==> config.mk <==
export PLATFORM = sky130hd
export DESIGN_NAME = dot_product_engine
export DESIGN_NICKNAME = d
export VERILOG_FILES = /design/src/rtl/dot_product_pkg.sv /design/src/rtl/dot_product_engine_hex_to_seg7.sv /design/src/rtl/dot_product_engine.sv
export SDC_FILE = /design/constraint.sdc
export NUM_CORES = 1
export LEC_CHECK = 0
export ABC_CLOCK_PERIOD_IN_PS = 5700
export BUFFER_PORTS_ARGS = -buffer_cell sky130_fd_sc_hd__buf_2
export CAP_MARGIN = 20
export CORE_UTILIZATION = 51
export DETAILED_ROUTE_END_ITERATION = 6
export HOLD_SLACK_MARGIN = 0.02
export PLACE_DENSITY = 0.69
export SLEW_MARGIN = 20
export SYNTH_ARGS = -nofsm -noshare
export SYNTH_HDL_FRONTEND = slang
export SYNTH_SLANG_ARGS = --single-unit
==> constraint.sdc <==
create_clock -name clk -period 5.7 [get_ports clk]
set_input_delay 1.14 -clock clk [delete_from_list [all_inputs] [get_ports clk]]
set_output_delay 1.14 -clock clk [all_outputs]
set_load 0.02 [all_outputs]
==> src/rtl/dot_product_pkg.sv <==
// dot_product_pkg
//   Shared types and constants for the dot-product engine:
//   FSM state encoding, datapath widths and the active-low
//   7-segment glyphs ({g,f,e,d,c,b,a}, 0 = segment lit).
package dot_product_pkg;

    localparam int ELEM_W = 8;
    localparam int PROD_W = 16;
    localparam int ACC_W  = 18;

    typedef enum logic [1:0] {
        ST_IDLE  = 2'd0,
        ST_PRIME = 2'd1,
        ST_ACC   = 2'd2,
        ST_HOLD  = 2'd3
    } state_t;

    localparam logic [6:0] SEG_0 = 7'b1000000;
    localparam logic [6:0] SEG_1 = 7'b1111001;
    localparam logic [6:0] SEG_2 = 7'b0100100;
    localparam logic [6:0] SEG_3 = 7'b0110000;
    localparam logic [6:0] SEG_4 = 7'b0011001;
    localparam logic [6:0] SEG_5 = 7'b0010010;
    localparam logic [6:0] SEG_6 = 7'b0000010;
    localparam logic [6:0] SEG_7 = 7'b1111000;
    localparam logic [6:0] SEG_8 = 7'b0000000;
    localparam logic [6:0] SEG_9 = 7'b0010000;
    localparam logic [6:0] SEG_A = 7'b0001000;
    localparam logic [6:0] SEG_B = 7'b0000011;
    localparam logic [6:0] SEG_C = 7'b1000110;
    localparam logic [6:0] SEG_D = 7'b0100001;
    localparam logic [6:0] SEG_E = 7'b0000110;
    localparam logic [6:0] SEG_F = 7'b0001110;

endpackage

==> src/rtl/dot_product_engine_hex_to_seg7.sv <==
// hex_to_seg7
//   Combinational hex nibble to active-low 7-segment decoder
//   (b and d drawn lowercase).
//   Ports:
//     nibble  in   4  hex digit value
//     seg     out  7  active-low segments {g..a}
module hex_to_seg7
    import dot_product_pkg::*;
(
    input  logic [3:0] nibble,
    output logic [6:0] seg
);

    always_comb begin
        seg = SEG_0;
        case (nibble)
            4'h0: seg = SEG_0;
            4'h1: seg = SEG_1;
            4'h2: seg = SEG_2;
            4'h3: seg = SEG_3;
            4'h4: seg = SEG_4;
            4'h5: seg = SEG_5;
            4'h6: seg = SEG_6;
            4'h7: seg = SEG_7;
            4'h8: seg = SEG_8;
            4'h9: seg = SEG_9;
            4'hA: seg = SEG_A;
            4'hB: seg = SEG_B;
            4'hC: seg = SEG_C;
            4'hD: seg = SEG_D;
            4'hE: seg = SEG_E;
            4'hF: seg = SEG_F;
            default: seg = SEG_0;
        endcase
    end

endmodule

==> src/rtl/dot_product_engine.sv <==
// dot_product_engine
//   Streams NUM_ELEM pairs of unsigned bytes, accumulates their products
//   and shows the last completed 18-bit result on a 4-digit multiplexed
//   7-segment display (low 16 bits) plus two LEDs (top 2 bits).
//
//   state | meaning
//   ------+---------------------------------------------------------
//   IDLE  | waiting for a mac_enable rising edge
//   PRIME | accumulator cleared; element 0 is on A/B this cycle
//   ACC   | summing elements 1..NUM_ELEM-1
//   HOLD  | result published; waiting for mac_enable to drop
//
//   Ports:
//     clk           in   1   system clock, rising edge
//     rst           in   1   asynchronous active-low reset
//     A, B          in   8   unsigned vector elements, one pair per cycle
//     mac_enable    in   1   transaction window
//     dot_product   out  18  last completed result
//     result_valid  out  1   one-cycle pulse when dot_product updates
//     busy          out  1   high in PRIME or ACC
//     abort_err     out  1   sticky early-window-end flag
//     seg           out  7   active-low segments of the current digit
//     an            out  4   active-low digit anodes
//     led           out  2   dot_product[17:16]
module dot_product_engine
    import dot_product_pkg::*;
#(
    parameter int REFRESH_DIV = 100000,
    parameter int NUM_ELEM    = 4
) (
    input  logic              clk,
    input  logic              rst,
    input  logic [ELEM_W-1:0] A,
    input  logic [ELEM_W-1:0] B,
    input  logic              mac_enable,
    output logic [ACC_W-1:0]  dot_product,
    output logic              result_valid,
    output logic              busy,
    output logic              abort_err,
    output logic [6:0]        seg,
    output logic [3:0]        an,
    output logic [1:0]        led
);

    localparam int CNT_W = (NUM_ELEM > 1) ? $clog2(NUM_ELEM) : 1;
    localparam logic [CNT_W-1:0] LAST_IDX = CNT_W'(NUM_ELEM - 1);
    localparam int REF_W = (REFRESH_DIV > 1) ? $clog2(REFRESH_DIV) : 1;
    localparam logic [REF_W-1:0] REF_LAST = REF_W'(REFRESH_DIV - 1);

    state_t            state;
    logic [ACC_W-1:0]  acc;
    logic [CNT_W-1:0]  elem_cnt;
    logic              mac_d;
    logic [PROD_W-1:0] prod;
    logic [ACC_W-1:0]  sum_next;

    assign prod     = PROD_W'(A) * PROD_W'(B);
    assign sum_next = acc + ACC_W'(prod);
    assign led      = dot_product[ACC_W-1:ACC_W-2];

    // The accumulator is cleared on entry to PRIME, so PRIME and ACC share
    // one datapath: elem_cnt is the index of the element on A/B this cycle.
    always_ff @(posedge clk or negedge rst) begin
        if (!rst) begin
            state        <= ST_IDLE;
            acc          <= '0;
            elem_cnt     <= '0;
            // Reset high so a mac_enable held across reset release does not
            // look like a fresh rising edge.
            mac_d        <= 1'b1;
            dot_product  <= '0;
            result_valid <= 1'b0;
            busy         <= 1'b0;
            abort_err    <= 1'b0;
        end else begin
            mac_d        <= mac_enable;
            result_valid <= 1'b0;
            case (state)
                ST_IDLE: begin
                    if (mac_enable && !mac_d) begin
                        state    <= ST_PRIME;
                        busy     <= 1'b1;
                        acc      <= '0;
                        elem_cnt <= '0;
                    end
                end
                ST_PRIME, ST_ACC: begin
                    if (!mac_enable) begin
                        state     <= ST_IDLE;
                        busy      <= 1'b0;
                        abort_err <= 1'b1;
                        acc       <= '0;
                    end else if (elem_cnt == LAST_IDX) begin
                        state        <= ST_HOLD;
                        busy         <= 1'b0;
                        acc          <= sum_next;
                        dot_product  <= sum_next;
                        result_valid <= 1'b1;
                        abort_err    <= 1'b0;
                    end else begin
                        state    <= ST_ACC;
                        acc      <= sum_next;
                        elem_cnt <= elem_cnt + CNT_W'(1);
                    end
                end
                ST_HOLD: begin
                    if (!mac_enable) begin
                        state <= ST_IDLE;
                    end
                end
                default: begin
                    state <= ST_IDLE;
                    busy  <= 1'b0;
                end
            endcase
        end
    end

    logic [REF_W-1:0] refresh_cnt;
    logic [1:0]       digit_idx;
    logic [3:0]       nibble;
    logic [6:0]       nib_seg;

    always_comb begin
        nibble = dot_product[3:0];
        case (digit_idx)
            2'd0: nibble = dot_product[3:0];
            2'd1: nibble = dot_product[7:4];
            2'd2: nibble = dot_product[11:8];
            2'd3: nibble = dot_product[15:12];
            default: nibble = dot_product[3:0];
        endcase
    end

    hex_to_seg7 u_hex_to_seg7 (
        .nibble (nibble),
        .seg    (nib_seg)
    );

    // seg and an are both registered from the same digit_idx, so they
    // always switch together on one edge.
    always_ff @(posedge clk or negedge rst) begin
        if (!rst) begin
            refresh_cnt <= '0;
            digit_idx   <= 2'd0;
            an          <= 4'b1110;
            seg         <= SEG_0;
        end else begin
            if (refresh_cnt == REF_LAST) begin
                refresh_cnt <= '0;
                digit_idx   <= digit_idx + 2'd1;
            end else begin
                refresh_cnt <= refresh_cnt + REF_W'(1);
            end
            an  <= ~(4'b0001 << digit_idx);
            seg <= nib_seg;
        end
    end

endmodule

* Yosys cells after proc, flatten, opt, wreduce, memory -nomap -nowiden *
Memory sizes are Yosys's and may differ from the RTL's. A register that Yosys moved wholly into a read port is not among the register bits.
Index checks and enable logic that the tools add are counted.

word-level totals
  ROM bits = 112
  logic and storage cells = 68
  flip-flop bits (word level) = 67
  memory bits (writable) = 0
  latch bits = 0
  memories kept = 1

memory list
  memory            words  bits a word  rd ports  clocked after Yosys merged registers in  wr ports  line                                  RTL
  (name not given)  16     7            1         1                                        0         dot_product_engine_hex_to_seg7.sv:16  case (nibble)

cells by class
  $add $sub $neg = 4
  reductions and logical operators = 13
  bitwise logic cells = 1
  div/mod/pow operators = 0
  multiplexer cells = 22
  equality and inequality tests = 14
  shift-type cells = 1
  order comparisons = 0
  multipliers = 1

operator list
  operator               count
  $mux 18                2
  $pmux 18 s2            1
  $add 18x16->18         1
  $add 17x1->17 const B  1
  $eq 17x17->1 const B   1
  $mux 17                1
  $mul 8x8->16           1
  $pmux 4 s4             1
  $mux 2                 6
  $eq 2x2->1 const B     5
  $mux 1                 8
  $ne 2x2->1 const B     4
  $pmux 2 s3             1
  $reduce_and 2->1       3
  $reduce_and 3->1       2
  $add 2x1->2 const B    2
  $eq 2x1->1 const B     2
  $logic_not 2->1        2
  $not 4->4              1
  $pmux 2 s2             1
  $reduce_and 4->1       1
  $shl 1x2->4 const A    1
  $ne 3x3->1 const B     1
  $logic_not 1->1        2
  other kinds (5)        5

* Depth between registers and ports, before layout *
  word-level depth = 4
  mapped depth = 17
  depth with buffers taken out = 16

* By module *
Synthesis repeated with hierarchy kept, for this count alone.

second synthesis, totals
  cell total of the unflattened synthesis = 621
  area total of the unflattened synthesis = 5,992.0 um2

modules (own cells, without submodules)
  module              cells each  seq. area each (um2)  area each (um2)  instances
  dot_product_engine  589         1,858.0               5,716.7          1
  hex_to_seg7         32          0.0                   275.3            1

* Worst setup path before layout *
OpenSTA, ideal clock, no wires.

  path type = input port to flip-flop
  start point = in B[1]
  end point = reg acc[12]
  buffers on the path = 1
  stages = 16
  slack = 0.414 ns
  arrival time = 5.164 ns
  cell sequence = clkbuf_1 nand2_1 fa_1 inv_1 fa_1 inv_1 fa_1 fa_1 inv_1 ha_1 a21o_1 a21oi_1 a21oi_1 o31a_1 or3_1 a32o_1

between the ends
  longest elaborated chain between the ends = 4

ends and longest elaborated chain
  element                 line                       RTL
  start: declaration      dot_product_engine.sv:34   input logic [ELEM_W-1:0] B,
  $mul 8x8->16            dot_product_engine.sv:57   assign prod = PROD_W'(A) * PROD_W'(B);
  $add 18x16->18          dot_product_engine.sv:58   assign sum_next = acc + ACC_W'(prod);
  $mux 18                 dot_product_engine.sv:88   if (!mac_enable) begin
  $pmux 18 s2             dot_product_engine.sv:78   case (state)
  end signal: assignment  dot_product_engine.sv:96   acc <= sum_next;
  end signal: assignment  dot_product_engine.sv:102  acc <= sum_next;
  end: declaration        dot_product_engine.sv:51   logic [ACC_W-1:0] acc;

Every way passes these cells.
A chain may end at the register's enable or synchronous reset.

* Final worst setup path *
  start point = in A[3]
  end point = reg dot_product[15]

between the ends
  longest elaborated chain between the ends = 2

ends and longest elaborated chain
  element                 line                      RTL
  start: declaration      dot_product_engine.sv:33  input logic [ELEM_W-1:0] A,
  $mul 8x8->16            dot_product_engine.sv:57
  $add 18x16->18          dot_product_engine.sv:58
  end signal: assignment  dot_product_engine.sv:97  dot_product <= sum_next;
  end: declaration        dot_product_engine.sv:36  output logic [ACC_W-1:0] dot_product,

Every way passes these cells.

==> flow_summary.ini <==
[outcome]
status = finished, final reports clean

[floorplanning]
start_util_pct = 52.6
fp-row-count = 39
die_w_um = 111
core-area_um2 = 11500
die_area_um2 = 12300
io-pin-count = 53
die_h_um = 111

[flow_run]
maxCapViolations = 0

[placement]
portBuffers = 52
hpwl_um = 10300
routabilityCongestion = 0.873

[global_route]
grt_pass1_wl_um = 22700
antenna_found_initial = 0
grt_remaining_overflow = 0
grt_max_degree = 75
track_usage_pct = 23.2
grt_pass1_vias = 4714

[synthesis]
synth_edf_count = 0
yosysWarnings = 0
async_flop_share_pct = 100
syn_avg_cell_area_um2 = 9.46
ys_seq_elements = 74
syn_area_um2 = 6030
synth_fp_nets = 761
synth_area_leader_cell = dfrtp_1
synth_cell_type_count = 60
synthTopCellsByArea = dfrtp_1, fa_1, ha_1, inv_1, nand2_1
postSynthCellCount = 637
yosysTopAreaCellShare_pct = 28.6
ys_seq_area_share_pct = 30.8
synth_flop_cell = dfrtp_1

[sta]
hold_slack_ns = 0.490
slew_headroom_pct = 37.5
worst_slew_pin_slew_ns = 0.938
final.setup.tns_ns = 0
finalClockSkew_ns = 0.00681
hold_viol = 0
post-route-period-util_pct = 93.1
rsz0062_at_grt = no
min_period_ns = 5.31
setup_viol = 0
max_freq_mhz = 188
drv_slew = 0

[finish]
diodes = 0
drive_gt1_share_pct = 12.9
nets = 810
final_common_cell = inv_1
final_util_pct = 58.6
layout_common_cells = inv_1, nand2_1, dfrtp_1
syn_to_final_growth_pct = 11.5
fillers = 976

[power]
finalPower_mw = 3.48
peakVddDrop_uv = 322
leakage_nw = 3.54
power-per-cell-area_nw_per_um2 = 519

[worst_setup_path]
required_ns = 5.97
path_buf_inv = 5
critPathLaunchType = primary input
path_cells = buf_2 > and2_1 > fa_1 > inv_1 > fa_1 > inv_1 > fa_1 > inv_1 > fa_1 > inv_1 > ha_1 > o211ai_1 > o21ai_1 > o221ai_1 > a21boi_0 > or4_1 > nand3_1
critical_path_class = primary input to flip-flop
endpoint_kind = flip-flop
crit_fanout = 8
worstPathArrival_ns = 5.57
max_stage_delay_ns = 0.54
worst_path_max_delay_cell = fa_1
cp_top_family = adder cells

[clock_tree]
cts_resized = 0
cts_hold_buf = 0
clk_pin_slew_ns = 0.06
tritoncts = built
cts.sinks = 74
cts_root_buf = clkbuf_16
htree_num_levels = 3
clk_path_buf_depth = 2
clkLatencyLatePin_ns = 0.34
cts_inserted_buffers = 9
post_cts_buffers = 0

[route]
drc_errors = 0
drtIter0Drc = 261
postRouteAntennaNets = 0
routed_wl_um = 13100
vias = 4558
wl_per_cell_um = 15.7
via_per_inst = 5.47
dr.pass1.iters = 5

[hold_path]
hold_class = flip-flop to flip-flop
synth_stat cells (3+ instances only):
cell,instances
dfstp_2,5
inv_1,120
dfrtp_1,69
o22ai_1,4
a211oi_1,3
xnor2_1,12
and2_1,38
xor2_1,12
nand2b_1,4
nand4_1,6
clkbuf_1,13
or4_1,4
mux2i_1,8
mux2_2,5
o31ai_1,3
nand3_1,14
a22o_1,7
o21ai_0,23
nor3_1,3
a222oi_1,4
a21o_1,6
a31oi_1,4
nand2_1,81
a32o_1,3
fa_1,50
ha_1,55
a21oi_1,16
nor2_1,21
logic make-up after synthesis:
family / synth area share, %
AO/OA/AOI/OAI: 10.5
adder cells (fa/ha/maj): 28.0
AND/OR/NAND/NOR: 15.7
flip-flops: 30.8
XOR/XNOR: 3.49
multiplexers: 2.64
buffers and inverters: 8.84
worst reg2reg max path: cells and delay by family, from the launching register on:
family | cells | cell delay (ns)
DFF | 1 | 0.32
and+or+nand+nor | 2 | 0.64
adders and majority gates | 5 | 2.42
buffers and inverters | 4 | 0.22
AOI/OAI and AO/OA | 4 | 0.94
metal layers:
layer	global-route usage, %	share of wire (%)
met1	30.3	44
met2	39.5	50
met3	4.37	4.0
met4	6.40	2.1
met5	0	0
per-stage QoR:
step / worst slack (ns) / cells / cell area (um^2)
2_1_floorplan: 0.414 / 637 / 6030
3_3_place_gp: 0.177 / 818 / 6410
3_5_place_dp: 0.0652 / 818 / 6410
5_1_grt: 0.100 / 834 / 6720
4_1_cts: 0.414 / 834 / 6720
6_report: 0.395 / 834 / 6720
worst paths after layout:
path,from,to,slack [ns],depth (start not counted)
worst max register to register,acc[6],dot_product[15],1.11,15
max in group asynchronous,rst,acc[14],4.05,2
worst min register to register,refresh_cnt[14],refresh_cnt[14],0.49,1
worst min-delay path,refresh_cnt[14],refresh_cnt[14],0.49,1
worst max-delay path,A[3],dot_product[15],0.39,17
min in group asynchronous,rst,seg[4],1.02,2
report_power, final:
| part | internal (mW) | leakage, nW | switching (mW) | total, mW |
|---|---|---|---|---|
| Clock | 0.357 | 0.155 | 0.234 | 0.591 |
| Combinational | 0.812 | 2.44 | 1.33 | 2.14 |
| Sequential | 0.664 | 0.949 | 0.0846 | 0.749 |
| Total | 1.83 | 3.54 | 1.65 | 3.48 |
layout make-up:
type | instances | area [um^2] | area share, %
inverters | 120 | 450 | 6.71
clock buffers | 10 | 239 | 3.56
multi-input cells | 426 | 3640 | 54.1
well taps | 143 | 179 | 2.66
flip-flops and latches | 74 | 1860 | 27.7
clock inverters | 6 | 72.6 | 1.08
repair buffers | 55 | 283 | 4.21
sequential cells by signal (all words and copies together), names as in the netlist:
name          cells
acc              18
dot_product      18
refresh_cnt      17
seg               7
an                4
digit_idx         2
elem_cnt          2
state             2
abort_err         1
busy              1
mac_d             1
result_valid      1
(Power assumes the default switching activity.)
